==> config.mk <==
export PLATFORM = sky130hd
export DESIGN_NAME = mem_bus_arbiter
export DESIGN_NICKNAME = d
export VERILOG_FILES = /design/src/rtl/mem_bus_arbiter.sv
export SDC_FILE = /design/constraint.sdc
export NUM_CORES = 1
export LEC_CHECK = 0
export ABC_AREA = 1
export BUFFER_PORTS_ARGS = -buffer_cell sky130_fd_sc_hd__buf_2
export CORE_MARGIN = 5
export CORE_UTILIZATION = 39
export CTS_CLUSTER_DIAMETER = 50
export DETAILED_ROUTE_END_ITERATION = 8
export GPL_TIMING_DRIVEN = 0
export PLACE_DENSITY = 0.82
export SLEW_MARGIN = 0
export SYNTH_ARGS = -nofsm -noshare
export SYNTH_HDL_FRONTEND = slang
export SYNTH_SLANG_ARGS = --single-unit
export TNS_END_PERCENT = 10
==> constraint.sdc <==
create_clock -name clk -period 2.2 [get_ports clk]
set_input_delay 0.44 -clock clk [delete_from_list [all_inputs] [get_ports clk]]
set_output_delay 0.44 -clock clk [all_outputs]
set_load 0.05 [all_outputs]
==> src/rtl/mem_bus_arbiter.sv <==
// Round-robin arbiter sharing one main-memory port between the I-cache and D-cache
// miss handlers; sequences whole-block bursts and routes the word handshake to the owner.
module mem_bus_arbiter #(
  parameter int BLOCKSIZE = 4,
  parameter int WIDX      = $clog2(BLOCKSIZE)
) (
  input  logic            clk,
  input  logic            reset,
  input  logic            IReq,
  input  logic [31:0]     IAdr,
  input  logic            DReq,
  input  logic            DWE,
  input  logic [31:0]     DAdr,
  input  logic [31:0]     DWD,
  output logic            IRdy,
  output logic            DRdy,
  output logic            IDone,
  output logic            DDone,
  output logic [WIDX-1:0] WordIdx,
  output logic [31:0]     RD,
  output logic            Busy,
  output logic            MemReq,
  output logic            MemWE,
  output logic [31:0]     MemAdr,
  output logic [31:0]     MemWD,
  input  logic [31:0]     MemRD,
  input  logic            MemAck
);

  typedef enum logic [1:0] {IDLE, IBURST, DBURST} state_t;

  state_t          state, nextState;
  logic [WIDX-1:0] cnt;
  logic [31:0]     base;
  logic            wr;
  logic            lastD;     // owner of the most recently completed burst: 1 = D, 0 = I
  logic            maskFlag;  // high only in the IDLE cycle right after a burst completes
  logic            iElig, dElig, grantI, grantD, lastWord;

  assign lastWord = (cnt == WIDX'(BLOCKSIZE - 1));
  assign iElig    = IReq & ~(maskFlag & ~lastD);
  assign dElig    = DReq & ~(maskFlag & lastD);

  assign RD    = MemRD;
  assign MemWD = DWD;
  assign Busy  = (state != IDLE);

  always_comb begin
    nextState = state;
    grantI    = 1'b0;
    grantD    = 1'b0;
    MemReq    = 1'b0;
    MemWE     = 1'b0;
    MemAdr    = '0;
    WordIdx   = '0;
    IRdy      = 1'b0;
    DRdy      = 1'b0;
    IDone     = 1'b0;
    DDone     = 1'b0;
    case (state)
      IDLE: begin
        // On a tie the requester not served last wins.
        if (iElig && dElig) begin
          grantI = lastD;
          grantD = ~lastD;
        end else begin
          grantI = iElig;
          grantD = dElig;
        end
        if (grantI)      nextState = IBURST;
        else if (grantD) nextState = DBURST;
      end
      IBURST: begin
        MemReq  = 1'b1;
        MemAdr  = {base[31:WIDX+2], cnt, 2'b00};
        WordIdx = cnt;
        IRdy    = MemAck;
        IDone   = MemAck & lastWord;
        if (MemAck && lastWord) nextState = IDLE;
      end
      DBURST: begin
        MemReq  = 1'b1;
        MemWE   = wr;
        MemAdr  = {base[31:WIDX+2], cnt, 2'b00};
        WordIdx = cnt;
        DRdy    = MemAck;
        DDone   = MemAck & lastWord;
        if (MemAck && lastWord) nextState = IDLE;
      end
      default: nextState = IDLE;
    endcase
  end

  always_ff @(posedge clk or negedge reset) begin
    if (!reset) begin
      state    <= IDLE;
      cnt      <= '0;
      base     <= '0;
      wr       <= 1'b0;
      lastD    <= 1'b0;
      maskFlag <= 1'b0;
    end else begin
      state    <= nextState;
      maskFlag <= 1'b0;
      if (grantI || grantD) begin
        base <= grantI ? IAdr : DAdr;
        cnt  <= '0;
      end
      if (grantD) wr <= DWE;
      if ((state != IDLE) && MemAck) begin
        cnt <= cnt + 1'b1;
        if (lastWord) begin
          lastD    <= (state == DBURST);
          maskFlag <= 1'b1;
        end
      end
    end
  end

endmodule

==> key figures, run 1 <==
Status
  • Outcome: finished, final reports clean

Clock network
  • Root Buffer: clkbuf_8
  • CTS max path bufs: 2
  • CTS H-tree depth: 2
  • Num CTS Buffers: 5
  • Worst-Skew Late Latency: 280 ps
  • Clk pin slew, worst setup/hold paths: 70 ps
  • # hold bufs at CTS: 0
  • CTS tree: built
  • Clk sinks: 35

Timing
  • Total Neg Setup Slack: 0 ps
  • Post-route setup slack: 123 ps
  • Slew Limit Headroom: 47.0%
  • Fin. Hold Viols: 0
  • Final worst-path cycle share: 94.4%
  • Clock Skew: 6.57 ps
  • Max Freq: 0.481 GHz
  • RSZ-0062 raised after global routing: false
  • Fin. max-slew vios: 0
  • Final min period: 2080 ps
  • Worst slew pin tran: 794 ps
  • Final setup fails: 0

Synth
  • Synthesized flop and latch total: 35
  • Syn Inst Count: 426
  • Synth area leaders: dfrtp_1, buf_4, nand2_1, inv_1, nand4_1
  • Syn Area/Cell: 6.60 µm²
  • Ys Warns: 0
  • Synth unique cells: 19
  • Post-synth top area share: 31.2%
  • EDFF count, synth: 0
  • Fraction of registers with async set or reset after synthesis: 100%
  • Leading area contributor after synthesis: dfrtp_1
  • Synthesized area: 0.00281 mm²
  • Primary FF master, synth: dfrtp_1
  • Register area share after synthesis: 31.2%

Floorplanning
  • Row count: 31
  • IO Pins: 239
  • Die height: 94.9 µm
  • Starting Density: 39.4%
  • Die ar.: 0.00901 mm²
  • Chip width: 94.9 µm
  • Core ar.: 0.00714 mm²

Routing
  • DRT Pass-1 Iters: 4
  • Routed via count: 3107
  • Drt total wl: 8380 µm
  • DR DRC count: 0
  • Antenna Nets Post-Route: 0
  • Vias per inst: 4.44
  • Drt first-iter violations: 110
  • WL/cell: 12.0 µm

Critical path
  • Crit-path max cell delay: 390 ps
  • Critical path launch point type: flip-flop
  • Crit Reg-Reg Endpoint: base[30]
  • Element type at the critical path end: primary output
  • Worst r2r src: state[1]
  • Worst r2r path cells: 8
  • CP max-delay cell: dfrtp_1
  • Crit path max-delay family: buffers and inverters
  • Crit path arrival time: 1640 ps
  • Crit-path max FO: 10
  • Critical Path Most Common Cell: buf_4
  • Crit path kind: flip-flop to primary output
  • R2R setup slack: 460 ps
  • Crit-path cells: inv_1 > ha_4 > clkbuf_8 > nand2_2 > clkinvlp_4 > buf_4 > buf_4
  • Crit path buf inv count: 5
  • Required @ worst endpoint: 1760 ps

Job
  • Max-cap violations: 0

Pwr
  • Pwr/cell area: 1350 mW/mm²
  • Clk pwr share: 11.1%
  • VDD IR-drop max: 538 µV
  • Combinational power share: 67.8%
  • Register share of total power: 21.0%
  • Leak: 0.00270 µW
  • NetSw: 3010 µW
  • Switching power share of the total: 55.9%
  • Cell Int Power: 2370 µW

Min path
  • Hold crit path type: primary input to asynchronous set/reset pin

Cells and area
  • Synthesis-to-finish area growth: 41.5%
  • # nets final: 738
  • Footprint of the multi-input gates: 0.00100 mm²
  • Ant diodes: 0
  • Fill count: 707
  • Register Area: 876 µm²
  • Share of layout cells above drive strength 1: 44.6%

Placed design
  • Post-DP HPWL: 6870 µm
  • Port Buffers: 164
  • Routability-driven placement congestion ratio: 0.820
  • Post-place setup slack: 92.1 ps

GRT
  • Pin count of the biggest net entering global routing: 36
  • Vias in the first global route: 2987
  • Tot GR Track Use: 17.5%
  • Initial antenna violation count: 0
  • First-pass GRT wire length: 12700 µm
  • GRT Residual Overflow: 0
[worst max path at each step]
stage          startpoint         end  slack (ps)  cells after the start
6_report         state[1]  WordIdx[1]         120                      7
4_1_cts          state[1]  MemAdr[21]          10                      6
5_1_grt          state[1]  WordIdx[1]          50                      7
3_5_place_dp     state[1]  MemAdr[21]          90                      6
3_3_place_gp     state[1]  MemAdr[24]         120                      6
2_1_floorplan    state[1]  WordIdx[0]          70                      6
[state kept, by name (all words and copies together), names as in the netlist]
register and count:
maskFlag 1, cnt 2, base 28, lastD 1, wr 1, state 2
[cell usage after synthesis, types with 2 or more instances]
cell type	instances
nand3_1	34
dfrtp_1	35
clkbuf_1	8
ha_1	4
nand2_1	130
inv_1	93
inv_2	2
nand4_1	28
nor2_1	5
buf_2	8
buf_4	70
o21ai_1	2
[per-layer routing]
layer | global-route usage, % | part of all wire, % | vias up
met3 | 3.19 | 12 | 8
met4 | 5.65 | 0.69 | 0
li1 | - | - | 1548
met5 | 0 | 0 | -
met2 | 32.0 | 50 | 193
met1 | 20.5 | 37 | 1358
[timing repair]
| item | 4_1_cts | 5_1_grt |
|---|---|---|
| buffers inserted | 0 | 2 |
| gates resized for setup | 19 | 9 |
| setup endpoints to repair | 27 | 30 |
[power groups by stage]
stage	Sequential, µW	Combinational [µW]	Clock (µW)
floorplan	1090	2700	0
global placement	1130	3410	0
detailed placement	1140	3470	0
CTS	1130	3580	617
global route	1170	3950	650
finish	1130	3650	599
[cells in the final DEF, fill, tap and decap left out, types with 7 or more instances in the layout]
cell	netlist	final
clkbuf_4	0	8
nand3_1	34	34
clkbuf_8	0	7
dfrtp_1	35	35
buf_2	8	155
nand2_1	130	128
inv_1	93	90
nand4_1	28	28
buf_4	70	83
[layout make-up]
type	count	area share, %
buffer	86	15.4
clock buffer	6	2.08
clock inverter	2	0.881
inverter	96	9.25
multi-input combinational	210	25.2
sequential	35	22.0
tap	99	3.11
timing repair buffer	166	22.1
[cell families (layout without fill, tap and decap cells)]
family,count (synthesis),in the layout,synth area share [%]
compound gates,3,3,0.935
fa+ha+maj,4,4,1.78
other cells,1,2,0.133
buf+inv,182,356,34.0
flops,35,35,31.2
simple gates,201,201,32.0
[stage by stage]
step / hold slack (ps) / power [µW] / cell area, µm² / utilization [%] / instances
after floorplan: 144 / 3790 / 2830 / - / 427
after global placement: 462 / 4540 / 3770 / 52.8 / 690
after detailed placement: 465 / 4610 / 3770 / 52.8 / 690
final: 238 / 5380 / 3980 / 55.7 / 700
after CTS: 253 / 5330 / 3940 / 55.1 / 698
after global routing: 297 / 5770 / 3980 / 55.7 / 700
Note: power is estimated with default switching activity, not from simulation.
==> run 2, diff against run 1 <==
--- a/config.mk
+++ b/config.mk
@@ -5,14 +5,13 @@
 export SDC_FILE = /design/constraint.sdc
 export NUM_CORES = 1
 export LEC_CHECK = 0
-export ABC_AREA = 1
 export BUFFER_PORTS_ARGS = -buffer_cell sky130_fd_sc_hd__buf_2
 export CORE_MARGIN = 5
-export CORE_UTILIZATION = 39
+export CORE_UTILIZATION = 38
 export CTS_CLUSTER_DIAMETER = 50
 export DETAILED_ROUTE_END_ITERATION = 8
 export GPL_TIMING_DRIVEN = 0
-export PLACE_DENSITY = 0.82
+export PLACE_DENSITY = 0.83
 export SLEW_MARGIN = 0
 export SYNTH_ARGS = -nofsm -noshare
 export SYNTH_HDL_FRONTEND = slang
==> key figures, run 2 <==
Clock network
  • CTS max path bufs: 2
  • Root Buffer: clkbuf_8
  • Clk sinks: 35
  • Num CTS Buffers: 5
  • Worst-Skew Late Latency: 280 ps
  • CTS H-tree depth: 2
  • CTS tree: built
  • Clk pin slew, worst setup/hold paths: 70 ps

Cells and area
  • Most common cell after layout, fill and taps aside: buf_2
  • Ant diodes: 0
  • Most frequent cells in the layout: buf_2, buf_4, mux2_2, dfrtp_1, and2_1
  • Max reg flops: 28
  • Finished Layout Cells: 491
  • Synthesis-to-finish area growth: 43.3%
  • Top reg by flops: base
  • Largest regs: base x28, cnt x2, state x2
  • Fill count: 590
  • Share of layout cells above drive strength 1: 74.9%
  • # nets final: 549

GRT
  • Pin count of the biggest net entering global routing: 36
  • Initial antenna violation count: 0
  • First-pass GRT wire length: 10800 µm
  • Tot GR Track Use: 15.9%
  • GRT Residual Overflow: 0
  • Vias in the first global route: 2253

Placed design
  • Placed Cells: 484
  • Post-DP HPWL: 5890 µm
  • Routability-driven placement congestion ratio: 0.706
  • Port Buffers: 164

Critical path
  • Required @ worst endpoint: 1760 ps
  • Crit path arrival time: 1660 ps
  • Crit path kind: flip-flop to primary output
  • Crit-path max FO: 10
  • Critical path launch point type: flip-flop
  • Element type at the critical path end: primary output

Pwr
  • VDD IR-drop max: 1150 µV
  • Pwr/cell area: 1480 mW/mm²
  • Leak: 0.00202 µW

Timing
  • RSZ-0062 raised after global routing: false
  • Final setup fails: 0
  • Worst slew pin tran: 795 ps
  • Final min period: 2100 ps
  • Clock Skew: 11.1 ps
  • Max Freq: 0.476 GHz
  • Slew Limit Headroom: 47.0%
  • Fin. Hold Viols: 0
  • Fin. max-slew vios: 0
  • Final worst-path cycle share: 95.5%
  • Total Neg Setup Slack: 0 ps

Routing
  • Vias per inst: 4.50
  • Drt total wl: 7080 µm
  • Drt first-iter violations: 48
  • Antenna Nets Post-Route: 0
  • DRT Pass-1 Iters: 4
  • DR DRC count: 0
  • WL/cell: 14.4 µm
  • Routed via count: 2209

Synth
  • Most instantiated library cell after synthesis: buf_4
  • Top cells by count, synth: buf_4, mux2_2, dfrtp_1
  • Synth unique cells: 25
  • Leading area contributor after synthesis: dfrtp_1
  • Primary FF master, synth: dfrtp_1
  • Synth area leaders: dfrtp_1, buf_4, mux2_2, and2_1, mux2_4
  • Syn Area/Cell: 10.7 µm²
  • Synthesized flop and latch total: 35
  • Register area share after synthesis: 34.2%
  • Ys Warns: 0
  • Syn Inst Count: 239
  • EDFF count, synth: 0
  • Synthesized area: 0.00256 mm²
  • Post-synth top area share: 34.2%
  • Fraction of registers with async set or reset after synthesis: 100%

Status
  • Outcome: finished, final reports clean

Floorplanning
  • Die height: 92.1 µm
  • Row count: 30
  • Die ar.: 0.00847 mm²
  • Chip width: 92.1 µm
  • IO Pins: 239
  • Core ar.: 0.00668 mm²
  • Starting Density: 38.3%

Min path
  • Hold crit path type: primary input to asynchronous set/reset pin

Job
  • Max-cap violations: 0
[run 2: cell families after synthesis]
kind of cell	after synthesis	synth area share (%)
adders and majority gates	4	1.96
and+or+nand+nor	48	11.0
DFF	35	34.2
other	1	0.147
AOI/OAI and AO/OA	15	3.77
buffers and inverters	81	22.7
muxes	55	26.2
[run 2: stage by stage]
| stage | util (%) | instance area [µm²] | setup WS, ps | power, µW | hold WS (ps) |
|---|---|---|---|---|---|
| 4_1_cts | 54.2 | 3620 | 33.8 | 5400 | 266 |
| 5_1_grt | 54.9 | 3670 | 20.5 | 5750 | 299 |
| 2_1_floorplan | - | 2570 | 24.4 | 3960 | 144 |
| 3_3_place_gp | 52.2 | 3490 | 114 | 4680 | 471 |
| 6_report | 54.9 | 3670 | 100 | 5430 | 243 |
| 3_5_place_dp | 52.2 | 3490 | 60.7 | 4750 | 476 |
[run 2: final cells by class]
class,instances,area (µm²),area share [%]
plain buffers,77,584,15.9
clock buffers,6,72.6,1.98
clock inverters,1,30.0,0.819
inverters,4,15.0,0.410
multi-input cells,124,1120,30.5
flip-flops and latches,35,876,23.9
well taps,80,100,2.73
repair buffers,164,868,23.7
[run 2: what timing repair did]
| action | 4_1_cts | 5_1_grt |
|---|---|---|
| endpoints found under the hold margin | 0 | 0 |
| gates resized for setup | 10 | 21 |
| setup buffers | 0 | 0 |
| endpoints found under the setup margin | 32 | 22 |
| hold buffers | 0 | 0 |
[run 2: power by group]
part	internal [µW]	switching [µW]
Sequential	958	160
Clock	332	211
Combinational	1370	2400
Total	2660	2780
[run 2: worst max-delay path, cell delays in order, from the launching register on]
cell      delay, ps
dfrtp_1         400
inv_2            90
ha_4            220
clkbuf_8        160
and2_2          210
buf_4           130
buf_4           180
[run 2: path summary, 6_finish.rpt]
check                           cells after the start  slack [ps]  startpoint    endpoint
worst max-delay path                                6         100    state[0]  WordIdx[0]
worst min-delay path                                1         240       reset    base[17]
worst max register to register                      7         320    state[0]    base[12]
min in group clk                                    2         400         DWE          wr
max in group asynchronous                           1        1450       reset    base[31]
worst min register to register                      1         490    base[31]    base[31]
[run 2: routing by layer]
metal,share of wire (%),track usage (%)
met1,34,16.9
met2,52,28.8
met3,14,6.97
met4,0.78,3.84
met5,0,0
==> run 3, diff against run 2 <==
--- a/config.mk
+++ b/config.mk
@@ -12,7 +12,7 @@
 export DETAILED_ROUTE_END_ITERATION = 8
 export GPL_TIMING_DRIVEN = 0
 export PLACE_DENSITY = 0.83
-export SLEW_MARGIN = 0
+export SLEW_MARGIN = 5
 export SYNTH_ARGS = -nofsm -noshare
 export SYNTH_HDL_FRONTEND = slang
 export SYNTH_SLANG_ARGS = --single-unit
==> constraint.sdc (replaced) <==
create_clock -name clk -period 2.3 [get_ports clk]
set_input_delay 0.46 -clock clk [delete_from_list [all_inputs] [get_ports clk]]
set_output_delay 0.46 -clock clk [all_outputs]
set_load 0.05 [all_outputs]
==> key figures, run 3 (same netlist as run 2, synthesis figures left out) <==
Cells and area
  • Most common cell after layout, fill and taps aside: buf_2
  • Most frequent cells in the layout: buf_2, buf_4, mux2_2, dfrtp_1, and2_1
  • Synthesis-to-finish area growth: 42.2%
  • Largest regs: base x28, cnt x2, state x2
  • Top reg by flops: base
  • Share of layout cells above drive strength 1: 74.7%
  • Fill count: 594
  • # nets final: 549
  • Ant diodes: 0
  • Max reg flops: 28

Timing
  • Worst slew pin tran: 786 ps
  • Slew Limit Headroom: 47.6%
  • Post-route setup slack: 139 ps
  • Hold Slack: 260 ps
  • Max Freq: 0.463 GHz
  • Final min period: 2160 ps
  • Fin. max-slew vios: 0
  • Clock Skew: 11.6 ps
  • Final setup fails: 0
  • Final worst-path cycle share: 93.9%
  • RSZ-0062 raised after global routing: false
  • Fin. Hold Viols: 0
  • Total Neg Setup Slack: 0 ps

Pwr
  • VDD IR-drop max: 919 µV
  • Switching power share of the total: 51.6%
  • Pwr Total: 5130 µW
  • Pwr/cell area: 1410 mW/mm²
  • Combinational power share: 69.1%
  • Leak: 0.00202 µW
  • Cell Int Power: 2480 µW
  • NetSw: 2650 µW
  • Clk pwr share: 10.1%
  • Register share of total power: 20.8%

Floorplanning
  • Chip width: 92.1 µm
  • Die height: 92.1 µm
  • Core ar.: 0.00668 mm²
  • Starting Density: 38.3%
  • Die ar.: 0.00847 mm²
  • IO Pins: 239
  • Row count: 30

Routing
  • Routed wl met2: 3600 µm
  • DR DRC count: 0
  • Antenna Nets Post-Route: 0
  • Wire length on met3: 964 µm
  • Routed via count: 2188
  • Vias per inst: 4.46
  • M1 WL: 2390 µm
  • Drt first-iter violations: 58
  • Top sig layer: met4
  • WL/cell: 14.3 µm
  • DRT Pass-1 Iters: 3
  • Drt total wl: 7020 µm

Clock network
  • Num CTS Buffers: 5
  • Root Buffer: clkbuf_8
  • Postcts setup bufs: 0
  • Clk sinks: 35
  • CTS max path bufs: 2
  • CTS H-tree depth: 2
  • Clk pin slew, worst setup/hold paths: 70 ps
  • CTS tree: built
  • # hold bufs at CTS: 0
  • Worst-Skew Late Latency: 280 ps

Critical path
  • Required @ worst endpoint: 1840 ps
  • Crit path kind: flip-flop to primary output
  • Worst r2r path cells: 7
  • Crit path arrival time: 1700 ps
  • Critical path launch point type: flip-flop
  • Crit-path max FO: 10
  • Element type at the critical path end: primary output

GRT
  • Initial antenna violation count: 0
  • Vias in the first global route: 2267
  • GRT Residual Overflow: 0
  • Tot GR Track Use: 15.9%
  • Pin count of the biggest net entering global routing: 36
  • First-pass GRT wire length: 10800 µm

Placed design
  • Post-DP HPWL: 5890 µm
  • Routability-driven placement congestion ratio: 0.706
  • Port Buffers: 164
  • Post-place setup slack: 141 ps

Job
  • Max-cap violations: 0

Min path
  • Hold crit path type: primary input to asynchronous set/reset pin

Status
  • Outcome: finished, final reports clean
[run 3: changes by cell type in the layout (fill, tap and decap cells not counted)]
cell	change
inv_2	-1
clkbuf_4	-7
inv_1	+1
buf_2	+9
clkbuf_8	-1
buf_4	-1
[run 3: area by class of cell]
type	instances	area, µm²	area share (%)
tap	80	100	2.75
buffer	77	576	15.8
clock inverter	1	30.0	0.826
clock buffer	6	72.6	2.00
inverter	4	15.0	0.413
timing repair buffer	164	848	23.3
sequential	35	876	24.1
multi-input combinational	124	1120	30.8
[run 3: final timing paths]
check / to / slack, ps / start
max reg2reg: base[12] / 390 / state[1]
max: WordIdx[0] / 140 / state[1]
min: base[29] / 260 / reset
min reg2reg: base[31] / 490 / base[31]
max in group asynchronous: state[0] / 1540 / reset
min in group clk: wr / 420 / DWE
[run 3: what timing repair did]
action | in CTS | in global routing
cloned | 0 | 0
setup endpoints to repair | 32 | 24
gates resized for setup | 5 | 17
[run 3: power by group through the flow]
stage                     clock network, µW  registers [µW]  logic (µW)
final                                   520            1070        3540
after global routing                    576            1110        3750
after CTS                               544            1070        3490
after detailed placement                  0            1070        3470
after global placement                    0            1050        3420
after floorplan                           0            1020        2760
[run 3: through the flow]
stage                     util, %  cells  area [µm²]
final                        54.4    491        3640
after global routing         54.4    491        3640
after CTS                    53.9    491        3600
after detailed placement     52.2    484        3490
after global placement       52.2    484        3490
after floorplan                 -    240        2570
[run 3: layer usage]
layer / vias up / track usage, %
met5: - / 0
met4: 0 / 3.96
met3: 6 / 7.30
met2: 131 / 28.8
met1: 989 / 16.6
li1: 1062 / -
[run 3: worst max-delay path, stage by stage, from the launching register on]
cell     delay (ps)
dfrtp_1         400
inv_1           120
ha_4            230
buf_4           160
and2_2          210
buf_4           130
buf_4           180
